==> src/rtl/mem_sig_reader.sv <==
// mem_sig_reader: reads the word range [start_addr, end_addr) over the req/gnt/rvalid host port and streams it out.
// Optional running checksum of streamed words is enabled by defining MEM_SIG_READER_CHECKSUM_EN.
module mem_sig_reader #(
  parameter int unsigned AddrWidth      = 32,
  parameter int unsigned DataWidth      = 32,
  parameter int unsigned MaxOutstanding = 2,
  parameter int unsigned FifoDepth      = 4
) (
  input  logic                 clk_i,
  input  logic                 rst_i,
  input  logic                 start_i,
  input  logic [AddrWidth-1:0] start_addr_i,
  input  logic [AddrWidth-1:0] end_addr_i,
  output logic                 busy_o,
  output logic                 done_o,
  output logic                 err_o,
  output logic                 host_req_o,
  input  logic                 host_gnt_i,
  output logic [AddrWidth-1:0] host_addr_o,
  output logic                 host_we_o,
  output logic [3:0]           host_be_o,
  output logic [DataWidth-1:0] host_wdata_o,
  input  logic                 host_rvalid_i,
  input  logic [DataWidth-1:0] host_rdata_i,
  input  logic                 host_err_i,
  output logic                 sig_valid_o,
  input  logic                 sig_ready_i,
  output logic [DataWidth-1:0] sig_data_o,
  output logic                 sig_last_o,
  output logic [DataWidth-1:0] checksum_o
);

  localparam int unsigned WW = AddrWidth - 2;
  localparam int unsigned PW = (FifoDepth > 1) ? $clog2(FifoDepth) : 1;
  localparam int unsigned CW = $clog2(FifoDepth + 1);
  localparam int unsigned OW = $clog2(MaxOutstanding + 1);

  localparam logic [1:0] S_IDLE  = 2'd0;
  localparam logic [1:0] S_ISSUE = 2'd1;
  localparam logic [1:0] S_DRAIN = 2'd2;
  localparam logic [1:0] S_DONE  = 2'd3;

  logic [1:0]           state_q, state_d;
  logic [WW-1:0]        addr_q, addr_d;
  logic [WW-1:0]        end_q, end_d;
  logic [WW-1:0]        wcnt_q, wcnt_d;
  logic [WW-1:0]        pcnt_q, pcnt_d;
  logic [OW-1:0]        out_q, out_d;
  logic [CW-1:0]        cnt_q, cnt_d;
  logic [PW-1:0]        wptr_q, wptr_d;
  logic [PW-1:0]        rptr_q, rptr_d;
  logic                 err_q, err_d;
  logic [DataWidth-1:0] mem_q [2**PW];

  logic                 start_ok, credit, grant, push, pop, last_word;
  logic [WW-1:0]        start_w, end_w, addr_inc;
  logic [DataWidth-1:0] push_data;
  logic                 unused_lsbs;

  assign unused_lsbs = ^{start_addr_i[1:0], end_addr_i[1:0]};

  assign start_w  = start_addr_i[AddrWidth-1:2];
  assign end_w    = end_addr_i[AddrWidth-1:2];
  assign addr_inc = addr_q + WW'(1);

  // Credit counts buffered plus in-flight words, so every response is guaranteed a FIFO slot.
  assign credit     = (32'(out_q) < MaxOutstanding) &&
                      ((32'(out_q) + 32'(cnt_q)) < FifoDepth);
  assign host_req_o = (state_q == S_ISSUE) && credit;
  assign grant      = host_req_o && host_gnt_i;
  assign push       = host_rvalid_i && (out_q != '0);
  assign push_data  = host_err_i ? DataWidth'(32'hDEAD_BEEF) : host_rdata_i;
  assign start_ok   = (state_q == S_IDLE) && start_i;

  assign sig_valid_o = (cnt_q != '0);
  assign pop         = sig_valid_o && sig_ready_i;
  assign last_word   = ((pcnt_q + WW'(1)) == wcnt_q);
  assign sig_data_o  = mem_q[rptr_q];
  assign sig_last_o  = sig_valid_o && last_word;

  assign busy_o       = (state_q == S_ISSUE) || (state_q == S_DRAIN);
  assign done_o       = (state_q == S_DONE);
  assign err_o        = err_q;
  assign host_addr_o  = {addr_q, 2'b00};
  assign host_we_o    = 1'b0;
  assign host_be_o    = 4'hF;
  assign host_wdata_o = '0;

  always_comb begin
    state_d = state_q;
    addr_d  = addr_q;
    end_d   = end_q;
    wcnt_d  = wcnt_q;
    pcnt_d  = pop ? pcnt_q + WW'(1) : pcnt_q;
    out_d   = out_q + OW'(grant) - OW'(push);
    cnt_d   = cnt_q + CW'(push) - CW'(pop);
    wptr_d  = push ? wptr_q + PW'(1) : wptr_q;
    rptr_d  = pop ? rptr_q + PW'(1) : rptr_q;
    err_d   = err_q;

    case (state_q)
      S_IDLE: begin
        if (start_i) begin
          addr_d  = start_w;
          end_d   = end_w;
          pcnt_d  = '0;
          err_d   = 1'b0;
          if (start_w < end_w) begin
            wcnt_d  = end_w - start_w;
            state_d = S_ISSUE;
          end else begin
            wcnt_d  = '0;
            state_d = S_DONE;
          end
        end
      end
      S_ISSUE: begin
        if (grant) begin
          addr_d = addr_inc;
          if (addr_inc == end_q) state_d = S_DRAIN;
        end
      end
      S_DRAIN: begin
        if (pop && last_word) state_d = S_DONE;
      end
      default: state_d = S_IDLE;
    endcase

    // Error responses and responses with nothing outstanding both leave a sticky flag.
    if (host_rvalid_i && (host_err_i || (out_q == '0))) err_d = 1'b1;
  end

  always_ff @(posedge clk_i or posedge rst_i) begin
    if (rst_i) begin
      state_q <= S_IDLE;
      addr_q  <= '0;
      end_q   <= '0;
      wcnt_q  <= '0;
      pcnt_q  <= '0;
      out_q   <= '0;
      cnt_q   <= '0;
      wptr_q  <= '0;
      rptr_q  <= '0;
      err_q   <= 1'b0;
    end else begin
      state_q <= state_d;
      addr_q  <= addr_d;
      end_q   <= end_d;
      wcnt_q  <= wcnt_d;
      pcnt_q  <= pcnt_d;
      out_q   <= out_d;
      cnt_q   <= cnt_d;
      wptr_q  <= wptr_d;
      rptr_q  <= rptr_d;
      err_q   <= err_d;
    end
  end

  always_ff @(posedge clk_i or posedge rst_i) begin
    if (rst_i) begin
      for (int unsigned i = 0; i < 2**PW; i++) mem_q[i] <= '0;
    end else if (push) begin
      mem_q[wptr_q] <= push_data;
    end
  end

`ifdef MEM_SIG_READER_CHECKSUM_EN
  logic [DataWidth-1:0] sum_q;

  always_ff @(posedge clk_i or posedge rst_i) begin
    if (rst_i) begin
      sum_q <= '0;
    end else if (start_ok) begin
      sum_q <= '0;
    end else if (pop) begin
      sum_q <= sum_q + sig_data_o;
    end
  end

  assign checksum_o = sum_q;
`else
  assign checksum_o = '0;
`endif

endmodule

==> config.mk <==
export PLATFORM = sky130hd
export DESIGN_NAME = mem_sig_reader
export DESIGN_NICKNAME = d
export VERILOG_FILES = /design/src/rtl/mem_sig_reader.sv
export SDC_FILE = /design/constraint.sdc
export NUM_CORES = 1
export LEC_CHECK = 0
export CAP_MARGIN = 20
export CORE_MARGIN = 8
export CORE_UTILIZATION = 50
export DETAILED_ROUTE_END_ITERATION = 6
export HOLD_SLACK_MARGIN = 0.06
export MAX_ROUTING_LAYER = met4
export PLACE_DENSITY = 0.75
export SLEW_MARGIN = 5
export SYNTH_ARGS = -nofsm -noshare
export SYNTH_HDL_FRONTEND = slang
export SYNTH_SLANG_ARGS = --single-unit
export TNS_END_PERCENT = 5
==> constraint.sdc <==
create_clock -name clk_i -period 11.1 [get_ports clk_i]
set_input_delay 3.33 -clock clk_i [delete_from_list [all_inputs] [get_ports clk_i]]
set_output_delay 3.33 -clock clk_i [all_outputs]
set_load 0.02 [all_outputs]
# Word level (Yosys, flattened, before mapping)
# Cells that the tools add are included.
[op_classes]
add_sub_neg = 10
bitwise = 2
mux = 23
eq_ne = 9
magnitude_cmp = 6
n_reduce_logical = 22
[op_table]
columns = ["op", "count"]
rows = [
  ["$mux W30", 6],
  ["$bwmux W128", 1],
  ["$mux W32", 4],
  ["$bmux W32 S2", 1],
  ["$demux W32 S2", 1],
  ["$add A30 B1 Y30 const B", 2],
  ["$eq A30 B30 Y1", 2],
  ["$pmux W30 S2", 1],
  ["$lt A30 B30 Y1", 1],
  ["$sub A30 B30 Y30", 1],
  ["$mux W2", 5],
  ["$logic_and A1 B1 Y1", 9],
  ["$reduce_bool A2 Y1", 4],
  ["$ge A3 B3 Y1 const B", 2],
  ["$not A2 Y3", 2],
  ["$pmux W2 S3", 1],
  ["$add A2 B1 Y2 const B", 2],
  ["$add A2 B3 Y4", 1],
  ["$eq A2 B2 Y1 const B", 2],
  ["$logic_not A2 Y1", 2],
  ["$lt A4 B3 Y1 const B", 1],
  ["$ne A2 B1 Y1 const B", 2],
  ["$ne A2 B2 Y1 const B", 2],
  ["$reduce_and A2 Y1", 2],
  ["other kinds (12)", 15],
]
[totals]
elab_cells = 86
reg_bits = 260
output_inout_bits = 139

# Logic depth before layout (Yosys ltp)
# Gate-level depths: netlist (run 1).
[depth]
word_depth = 7
depth_mapped = 13
ltp_nobuf = 12

# Worst setup path before layout (run 1)
# No wires, ideal clock.
[synth_path]
path_type = "input -> register"
start = "input end_addr_i[2]"
end = "register state_q[1]"
required_time_ns = 10.972
path_buffers = 0
setup_time_ns = 0.128
cell_stages = 12
setup_slack_ns = 5.176
arrival_ns = 5.796
cell_sequence = "inv_1 ha_1 fa_1 nor2b_1 o31ai_1 a211oi_1 o31ai_1 a2111oi_0 o21ai_1 a21oi_1 nor2_1 mux2_1"
[synth_via]
elab_chain_cells = 4
[synth_rtl]
columns = ["element", "line", "text"]
rows = [
  ["from (decl)", "13", "input logic [AddrWidth-1:0] end_addr_i,"],
  ["$lt A30 B30 Y1", "108", "if (start_w < end_w) begin"],
  ["$mux W2", "108", ""],
  ["$mux W2", "103", "if (start_i) begin"],
  ["$pmux W2 S3", "101", "case (state_q)"],
  ["to (signal assigned)", "146", "state_q <= state_d;"],
  ["to (decl)", "43", "logic [1:0] state_q, state_d;"],
]
# Every way passes these cells. The select of a mux whose other input is x is not followed.
# A chain may end at the register's enable or synchronous reset.

# Final worst setup path (run 1)
[layout_path]
start = "register pcnt_q[7]"
end = "output sig_last_o"
[layout_via]
elab_chain_cells = 3
[layout_rtl]
columns = ["element", "line", "text"]
rows = [
  ["from (decl)", "47", "logic [WW-1:0] pcnt_q, pcnt_d;"],
  ["from (signal assigned)", "150", "pcnt_q <= pcnt_d;"],
  ["$add A30 B1 Y30", "77", "assign last_word = ((pcnt_q + WW'(1)) == wcnt_q);"],
  ["$eq A30 B30 Y1", "77", ""],
  ["$logic_and A1 B1 Y1", "79", "assign sig_last_o = sig_valid_o && last_word;"],
  ["to (decl)", "29", "output logic sig_last_o,"],
]
# Every way passes these cells.

==> impl_metrics.csv, run 1 <==
group,metric,value,unit
placed_design,hpwl,32.04,mm
synthesis,yosysSeqAreaShare,41.25,%
clocking,cts-resized-gates,0,
clocking,root_buffer,"clkbuf_16",
routing,met3WireLength,2.632,mm
global_routing,grt-ovfl-total,0,
global_routing,grt_max_degree,161,
critical_path,rr_endpoint,"state_q[1]",
sta,finalClockSkew,0.01207,ns
pwr,power,5099,µW
synthesis,synth_edf_count,0,
min_path,hold_start,"mem_q[71]",
sta,tightest_slew,0.9145,ns
routing,num_vias,13210,
clocking,cts_setup_buffers,0,
synthesis,avgSynthCellArea,8.860,µm²
pwr,leakagePower,0.008178,µW
clocking,htreeDepth,1,
sta,period_share,66.20,%
floorplanning,fp.dieH,193.6,µm
critical_path,rrSetupSlack,6.25,ns
synthesis,synth_area,15770,µm²
clocking,cts.sinks,260,
sta,fmaxAchievable,136.1,MHz
critical_path,arrival,4.02,ns
synthesis,synth-async-reset-ratio,100.0,%
floorplanning,ios,242,
routing,dr.pass1.iters,5,
placed_design,io_buffers,166,
floorplanning,dieArea,37480,µm²
routing,dr.max_layer_used,"met4",
routing,drtIter0Drc,879,
routing,drc,0,
critical_path,cp-endpoint,"sig_last_o",
run_status,status,"complete, no violations",
final_layout,fin_util,59.05,%
synthesis,ys.flop_type,"dfrtp_1",
routing,dr_wl_met2,21.34,mm
synthesis,synthTopCellsByArea,"dfrtp_1 (41%), nand2_1 (8.0%), o21ai_0 (5.6%), mux4_2 (4.6%), xnor2_1 (4.2%)",
routing,wl_met1,18.99,mm
clocking,cts_max_path_buffers,3,
synthesis,synth-seq-cells,260,
clocking,numCtsBuffers,28,
sta,drv_slew,0,
synthesis,yosysWarnings,0,
critical_path,reg2reg_depth,12,
floorplanning,core_region_area,31310,µm²
pwr,vdd_drop_max,0.0001420,V
sta,final_hold_viol_count,0,
synthesis,netlist_instances,1780,
critical_path,required,7.77,ns
routing,viasPerCell,5.700,
clocking,clock_latency,0.56,ns
global_routing,grt_pass1_vias,13270,
sta,period_needed,7.348,ns
critical_path,endpoint_kind,"output port",
synthesis,synth_cell_types,79,
clocking,path_clk_slew,0.06,ns
sta,tns,0,ns
global_routing,antenna_found_initial,3,
final_layout,syn_to_final_growth,17.24,%
global_routing,grt_pass1_wl,71.92,mm
floorplanning,initial_core_util,50.37,%
critical_path,worstSetupPathType,"reg2out",
routing,ant_nets,0,
clocking,cts_tree,"yes",
pwr,p_per_area,275.8,nW/µm²
final_layout,fillCellCount,2731,
min_path,hp-class,"reg2reg",
clocking,cts_hold_buf,0,
global_routing,grt_usage,23.78,%
critical_path,crit_fanout,13,
critical_path,startpoint_type,"flop",
sta,rsz0062_at_grt,"false",
routing,wl,44.30,mm
synthesis,synth_top_area_share,41.25,%
critical_path,cp-startpoint,"pcnt_q[7]",
final_layout,final_nets,2039,
flow_run,drv_cap,0,
sta,relSlewSlack,38.56,%
floorplanning,num_rows,65,
critical_path,r2r-start,"state_q[1]",
placed_design,gp_congestion,0.9311,
synthesis,synth.largest_area_cell,"dfrtp_1",
final_layout,drive_above_1_share,6.855,%
routing,post_drt_wl_per_cell,19.12,µm
floorplanning,dieWidth,193.6,µm
sta,hold_ws,0.4741,ns
sta,setup_viol_count_final,0,
-- where the power goes --
part	internal [µW]	total [µW]	switching, µW
clock network	615	1020	408
registers	1360	1750	392
logic	1050	2330	1270
total	3020	5100	2080
-- kinds of logic (layout without fill, tap and decap cells) --
group | after synthesis | after routing | synth area share (%)
adder cells (fa/ha/maj) | 47 | 47 | 3.824
buffers and inverters | 221 | 283 | 7.140
AO/OA/AOI/OAI | 409 | 409 | 15.46
other | 2 | 75 | 0.04762
XOR/XNOR | 125 | 125 | 6.942
multiplexers | 45 | 45 | 5.426
AND/OR/NAND/NOR | 671 | 671 | 19.90
flip-flops | 260 | 260 | 41.25
-- stage by stage --
stage          cells  setup WS [ns]  instance area (µm²)
6_report        2317          3.752                18490
5_1_grt         2316          3.395                18490
4_1_cts         2309          3.711                18400
3_5_place_dp    2257          3.846                17370
3_3_place_gp    2257          3.853                17370
2_1_floorplan   1849         0.6149                16030
-- layer usage --
metal / track usage [%] / vias up
met1: 30.16 / 6376
met4: 7.098 / 0
met2: 38.60 / 451
met5: - / -
met3: 4.321 / 97
li1: - / 6282
-- flip-flops by register name, summed over array words and instances (netlist names) --
name     count
mem_q      128
wptr_q       2
out_q        2
addr_q      30
err_o        1
wcnt_q      30
state_q      2
rptr_q       2
pcnt_q      30
cnt_q        3
end_q       30
-- how the worst min path moves through the flow --
stage	to	slack (ns)	depth (start not counted)
after detailed placement	mem_q[62]	0.47	2
after floorplan	mem_q[32]	0.44	2
after global routing	mem_q[100]	0.50	2
after CTS	mem_q[13]	0.48	2
after global placement	err_o	0.45	2
final	mem_q[71]	0.47	2
-- worst max-delay path, stage by stage, from the launching register on --
cell             delay [ns]
dfrtp_1                0.51
nand3_1                0.20
nor2_1                 0.61
and4_1                 0.41
nand2_1                0.09
xnor2_1                0.19
nor4_1                 0.34
nand4_1                0.14
nor4bb_1               0.31
clkdlybuf4s50_1        0.66
-- cell usage in the layout (no fill, tap or decap), drive strengths merged, types with 10 or more instances in the layout --
cell type      instances
nor2                 107
nand2b                19
o21ai                177
a21oi                 94
nand4                 34
nor4                  15
nand2                336
buf                   11
clkdlybuf4s50        165
or3                   15
xnor2                 76
ha                    45
clkbuf                30
nand3                 43
o31ai                 19
inv                   54
xor2                  49
mux4                  32
o22ai                 17
clkinv                14
a21o                  20
and3                  21
nor2b                 12
nor3                  24
dfrtp                260
and2                  15
conb                  71
a22o                  10
a31oi                 11
-- cell usage after synthesis (5+ instances only) --
library cell  count
nor4_1           11
nand4_1          33
o2111ai_1         5
o21ai_0         175
o22ai_1          17
nor3_1           23
dfrtp_1         260
nand3_1          40
a21boi_0          5
nor2b_1          12
o31ai_1          19
or2_2             5
mux4_2           32
and4_1            9
a31oi_1          11
or3_1            14
buf_2             8
and2_1           14
nor2_1          107
clkbuf_1         76
nand2_1         336
inv_1            52
a21oi_1          94
buf_4            76
xor2_1           49
and3_1           21
a211oi_1          5
a22o_1           10
mux2i_1           9
buf_1             6
xnor2_1          76
ha_1             45
nand2b_1         19
a21o_1           20
-- layout make-up --
type / count / area, µm² / area share [%]
diodes: 4 / 10.01 / 0.05413
flip-flops and latches: 260 / 6509 / 35.20
clock buffers: 29 / 714.4 / 3.864
inverters: 54 / 210.2 / 1.137
well taps: 402 / 503.0 / 2.720
repair buffers: 177 / 1802 / 9.744
multi-input cells: 1368 / 8426 / 45.57
clock inverters: 23 / 316.6 / 1.712
(Power assumes the default switching activity.)
==> run 2, diff against run 1 <==
- clock period: 11.1 -> 6.92 ns (I/O delays scaled with it)
==> run 2 against run 1 <==
Net effect: combinational power is 61% higher; hold slack worse by 0.0035 ns; critical path depth stayed put; setup slack worse by 3.0 ns; final cell count stayed put; die area stayed put; clock power is 54% higher; count of clock-buffer cells in the layout is 10 higher; sequential share of layout area hardly changed; via count is 0.51% higher; largest power group unchanged.
==> impl_metrics.csv, run 2 (same netlist as run 1, synthesis figures left out) <==
group,metric,value,unit
run_status,status,"complete, no violations",
final_layout,final-seq-area,6509,µm²
critical_path,crit_fanout,13,
routing,post_drt_wl_per_cell,19.08,µm
clocking,clock_latency,0.57,ns
critical_path,startpoint_type,"flop",
final_layout,largest_register_ffs,128,
routing,dr.pass1.iters,5,
floorplanning,fp.dieH,193.6,µm
sta,tightest_slew,0.9201,ns
routing,drtIter0Drc,951,
critical_path,worstSetupPathType,"reg2out",
min_path,hp-class,"reg2reg",
pwr,vdd_drop_max,0.0002429,V
clocking,cts_tree,"yes",
sta,final_hold_viol_count,0,
clocking,path_clk_slew,0.06,ns
placed_design,place_area,17390,µm²
routing,drc,0,
final_layout,drive_above_1_share,6.792,%
final_layout,layout_common_cells,"nand2_1 (331), dfrtp_1 (258), o21ai_0 (175), clkdlybuf4s50_1 (166), nor2_1 (107)",
placed_design,io_buffers,166,
clocking,numCtsBuffers,28,
placed_design,gp_congestion,0.9282,
final_layout,fillCellCount,2763,
clocking,cts-resized-gates,0,
final_layout,final_common_cell,"nand2_1",
floorplanning,num_rows,65,
clocking,cts_setup_buffers,0,
routing,num_vias,13270,
clocking,cts.sinks,260,
global_routing,grt_pass1_vias,13300,
min_path,hold_start,"err_o",
critical_path,rr_endpoint,"state_q[1]",
routing,wl,44.20,mm
critical_path,r2r-start,"out_q[1]",
sta,relSlewSlack,38.66,%
critical_path,arrival,4.12,ns
clocking,cts_hold_buf,0,
sta,setup_viol_count_final,0,
sta,setup_ws,0.7251,ns
critical_path,rrSetupSlack,2.89,ns
final_layout,multiInputGateArea,8426,µm²
critical_path,cp-startpoint,"pcnt_q[4]",
flow_run,drv_cap,0,
floorplanning,dieWidth,193.6,µm
clocking,root_buffer,"clkbuf_16",
floorplanning,core_region_area,31310,µm²
sta,drv_slew,0,
global_routing,grt_pass1_wl,71.75,mm
final_layout,largest-register,"mem_q",
sta,rsz0062_at_grt,"false",
sta,tns,0,ns
final_layout,final_nets,2042,
global_routing,antenna_found_initial,1,
clocking,cts_max_path_buffers,3,
placed_design,hpwl,31.77,mm
final_layout,final_cell_area,18480,µm²
final_layout,finalNonFillerCells,2317,
global_routing,grt-ovfl-total,0,
sta,period_share,89.52,%
final_layout,fin_util,59.02,%
routing,viasPerCell,5.729,
min_path,worstHoldPathCells,2,
global_routing,grt_usage,23.67,%
critical_path,endpoint_kind,"output port",
floorplanning,ios,242,
pwr,p_per_area,438.7,nW/µm²
global_routing,grt_max_degree,175,
sta,finalClockSkew,0.01487,ns
final_layout,syn_to_final_growth,17.18,%
min_path,min_to,"err_o",
routing,ant_nets,0,
pwr,leakagePower,0.008168,µW
placed_design,place_inst,2259,
critical_path,reg2reg_depth,10,
floorplanning,dieArea,37480,µm²
placed_design,dp_slack,1.039,ns
floorplanning,initial_core_util,50.37,%
clocking,htreeDepth,1,
sta,fmaxAchievable,161.4,MHz
sta,period_needed,6.195,ns
critical_path,required,4.84,ns
[run 2: cell count changes in the layout (fill, tap and decap cells not counted), moves of 2 or more]
cell       before  now
bufinv_16       6    2
clkinv_2        8    3
clkbuf_8        1    8
buf_4           6    8
diode_2         4    1
clkbuf_1        0    3
[run 2: worst max-delay path, cell delays in order (launching register included)]
cell and delay [ns]:
dfrtp_1 0.49, nand3_2 0.21, nor2_1 0.71, and4_1 0.40, nand2_1 0.09, xnor2_1 0.16, nor4_1 0.34, nand4_1 0.13
nor4bb_1 0.35, clkdlybuf4s50_1 0.68
[run 2: report_power, final]
| group | internal [µW] | total [µW] | switching, µW |
|---|---|---|---|
| logic | 1710 | 3740 | 2030 |
| clock network | 913 | 1570 | 654 |
| registers | 2170 | 2800 | 627 |
| total | 4790 | 8110 | 3310 |
[run 2: layer usage]
layer | up-vias | GRT usage (%) | share of wire, %
met3 | 78 | 3.211 | 5.7
met5 | - | - | 0
met4 | 0 | 6.414 | 2.6
met2 | 468 | 38.48 | 48
met1 | 6441 | 30.90 | 43
li1 | 6287 | - | -
[run 2: area by class of cell]
type / count / area share, %
Antenna cell: 1 / 0.01354
Multi-Input combinational cell: 1368 / 45.59
Clock inverter: 13 / 0.8802
Timing Repair Buffer: 180 / 10.01
Tap cell: 402 / 2.722
Sequential cell: 260 / 35.22
Inverter: 54 / 1.117
Clock buffer: 39 / 4.448
[run 2: how the worst max path moves through the flow]
| stage | cells after the start | slack [ns] | end |
|---|---|---|---|
| floorplan | 1 | 1.42 | addr_q[0] |
| global placement | 13 | 1.08 | wcnt_q[11] |
| detailed placement | 13 | 1.04 | wcnt_q[13] |
| CTS | 9 | 0.70 | sig_last_o |
| global route | 9 | 0.43 | sig_last_o |
| finish | 9 | 0.73 | sig_last_o |
[run 2: through the flow]
step / power, µW / hold slack (ns)
finish: 8107 / 0.4706
global route: 8661 / 0.4936
floorplan: 5205 / 0.4446
CTS: 8096 / 0.4798
detailed placement: 6487 / 0.4655
global placement: 6351 / 0.4548
==> run 3, diff against run 2 <==
- ABC_CLOCK_PERIOD_IN_PS: default -> 6920
- CORE_ASPECT_RATIO: default -> 1.25
- CORE_MARGIN: 8 -> 2
==> run 3 against run 2 <==
Net effect: hold slack better by 0.0041 ns; sequential share of layout area stayed put; final cell count is 0.26% higher; flip-flop and latch count stayed put; power is 0.41% higher; fmax is 0.38% lower; wire length is 3.2% lower; non-clock buffer count is 1 higher; sequential power hardly changed; critical path depth is 1 higher; critical endpoint unchanged.
==> impl_metrics.csv, run 3 (same netlist as run 1, synthesis figures left out) <==
group,metric,value,unit
run_status,status,"complete, no violations",
routing,ant_nets,0,
global_routing,grt_pass1_wl,67.68,mm
routing,post_drt_wl_per_cell,18.42,µm
critical_path,cp_cell_sequence,"ha_1 > nand3_2 > nor3_2 > nand3_1 > a21oi_1 > nand4_1 > nor4_1 > nand4_1 > nor4bb_1 > clkdlybuf4s50_1",
pwr,p_per_area,440.5,nW/µm²
routing,dr.pass1.iters,5,
routing,num_vias,13310,
sta,finalClockSkew,0.02586,ns
critical_path,required,4.84,ns
sta,hold_ws,0.4747,ns
sta,drv_slew,0,
floorplanning,initial_core_util,50.89,%
placed_design,io_buffers,166,
sta,period_share,89.86,%
routing,drc,0,
floorplanning,dieArea,32990,µm²
critical_path,worstSetupPathType,"reg2out",
final_layout,finalNonFillerCells,2323,
clocking,clock_latency,0.55,ns
routing,wl,42.79,mm
clocking,cts-resized-gates,0,
critical_path,cpMostUsedCell,"nand4_1",
sta,period_needed,6.218,ns
sta,fmaxAchievable,160.8,MHz
sta,tightest_slew,0.8755,ns
final_layout,largest_register_ffs,128,
global_routing,grt-ovfl-total,0,
global_routing,grt_pass1_vias,13010,
floorplanning,dieWidth,162.9,µm
final_layout,fin_util,59.63,%
pwr,power,8140,µW
critical_path,startpoint_type,"flop",
clocking,root_buffer,"clkbuf_16",
critical_path,arrival,4.14,ns
critical_path,critPathMaxStageDelay,0.70,ns
min_path,hp-class,"reg2reg",
pwr,vdd_drop_max,0.0003220,V
floorplanning,core_region_area,30990,µm²
placed_design,place_inst,2269,
critical_path,cp_num_buf_inv,1,
clocking,htreeDepth,1,
final_layout,layout_common_cells,"nand2_1 (332), dfrtp_1 (258), o21ai_0 (175), clkdlybuf4s50_1 (165), nor2_1 (107)",
final_layout,final_nets,2043,
routing,drtIter0Drc,1043,
clocking,numCtsBuffers,28,
global_routing,grt_max_degree,144,
placed_design,hpwl,30.89,mm
sta,relSlewSlack,41.64,%
final_layout,fillCellCount,2735,
clocking,cts_hold_buf,0,
global_routing,antenna_found_initial,3,
critical_path,crit_fanout,10,
pwr,leakagePower,0.008178,µW
final_layout,syn_to_final_growth,17.18,%
floorplanning,fp.dieH,202.6,µm
routing,viasPerCell,5.731,
clocking,cts_tree,"yes",
clocking,cts.sinks,260,
sta,setup_viol_count_final,0,
critical_path,endpoint_kind,"output port",
critical_path,critPathTopFamily,"simple AND/OR/NAND/NOR gates",
global_routing,grt_usage,26.40,%
final_layout,drive_above_1_share,6.639,%
clocking,cts_setup_buffers,0,
placed_design,gp_congestion,0.9269,
final_layout,final_common_cell,"nand2_1",
final_layout,largest-register,"mem_q",
floorplanning,ios,242,
sta,rsz0062_at_grt,"false",
sta,final_hold_viol_count,0,
critical_path,cp_slowest_cell,"clkdlybuf4s50_1",
flow_run,drv_cap,0,
clocking,path_clk_slew,0.06,ns
floorplanning,num_rows,72,
clocking,cts_max_path_buffers,3,
sta,tns,0,ns
## run 3: worst paths after layout
| check | start | endpoint | slack [ns] | cells after the start |
|---|---|---|---|---|
| hold reg to reg | mem_q[8] | mem_q[8] | 0.47 | 2 |
| hold / removal | mem_q[8] | mem_q[8] | 0.47 | 2 |
| setup / recovery | pcnt_q[0] | sig_last_o | 0.70 | 10 |
| max in group asynchronous | rst_i | wcnt_q[3] | 3.95 | 3 |
| setup reg to reg | pcnt_q[3] | state_q[1] | 3.17 | 9 |
| min in group asynchronous | rst_i | mem_q[120] | 1.85 | 2 |
## run 3: final cells by class
| cell class | instances | area (µm²) | area share [%] |
|---|---|---|---|
| multi-input cells | 1368 | 8423 | 45.58 |
| flip-flops and latches | 260 | 6509 | 35.22 |
| repair buffers | 181 | 1802 | 9.750 |
| clock buffers | 42 | 854.6 | 4.624 |
| well taps | 407 | 509.2 | 2.756 |
| inverters | 54 | 206.4 | 1.117 |
| clock inverters | 8 | 168.9 | 0.9140 |
| diodes | 3 | 7.507 | 0.04062 |
## run 3: stage by stage
step                      setup WS (ns)  instance area, µm²
after floorplan                   1.416               16030
after global placement            1.063               17420
after detailed placement          1.024               17420
after CTS                        0.7754               18450
after global routing             0.4673               18480
final                            0.7015               18480
## run 3: per-layer routing
layer	vias to the layer above	GRT usage (%)	share of wire (%)
met5	-	-	0
met4	0	9.355	3.7
met3	107	3.493	5.4
met2	440	44.52	50
met1	6475	32.63	41
li1	6292	-	-
## run 3: report_power, final
part,switching (µW),total [µW],internal (µW)
clock,615,1650,1030
combinational,2000,3680,1680
sequential,635,2810,2180
total,3250,8140,4890
## run 3: worst register-to-register path, cell delays in order (launching register included)
cell and delay (ns):
dfrtp_1 0.48, nand4_1 0.29, nor3_1 0.65, a21boi_0 0.19
a2111oi_0 0.62, nand4_1 0.27, nor4_2 0.29, nand4_1 0.24
a22oi_2 0.27, mux2_1 0.34
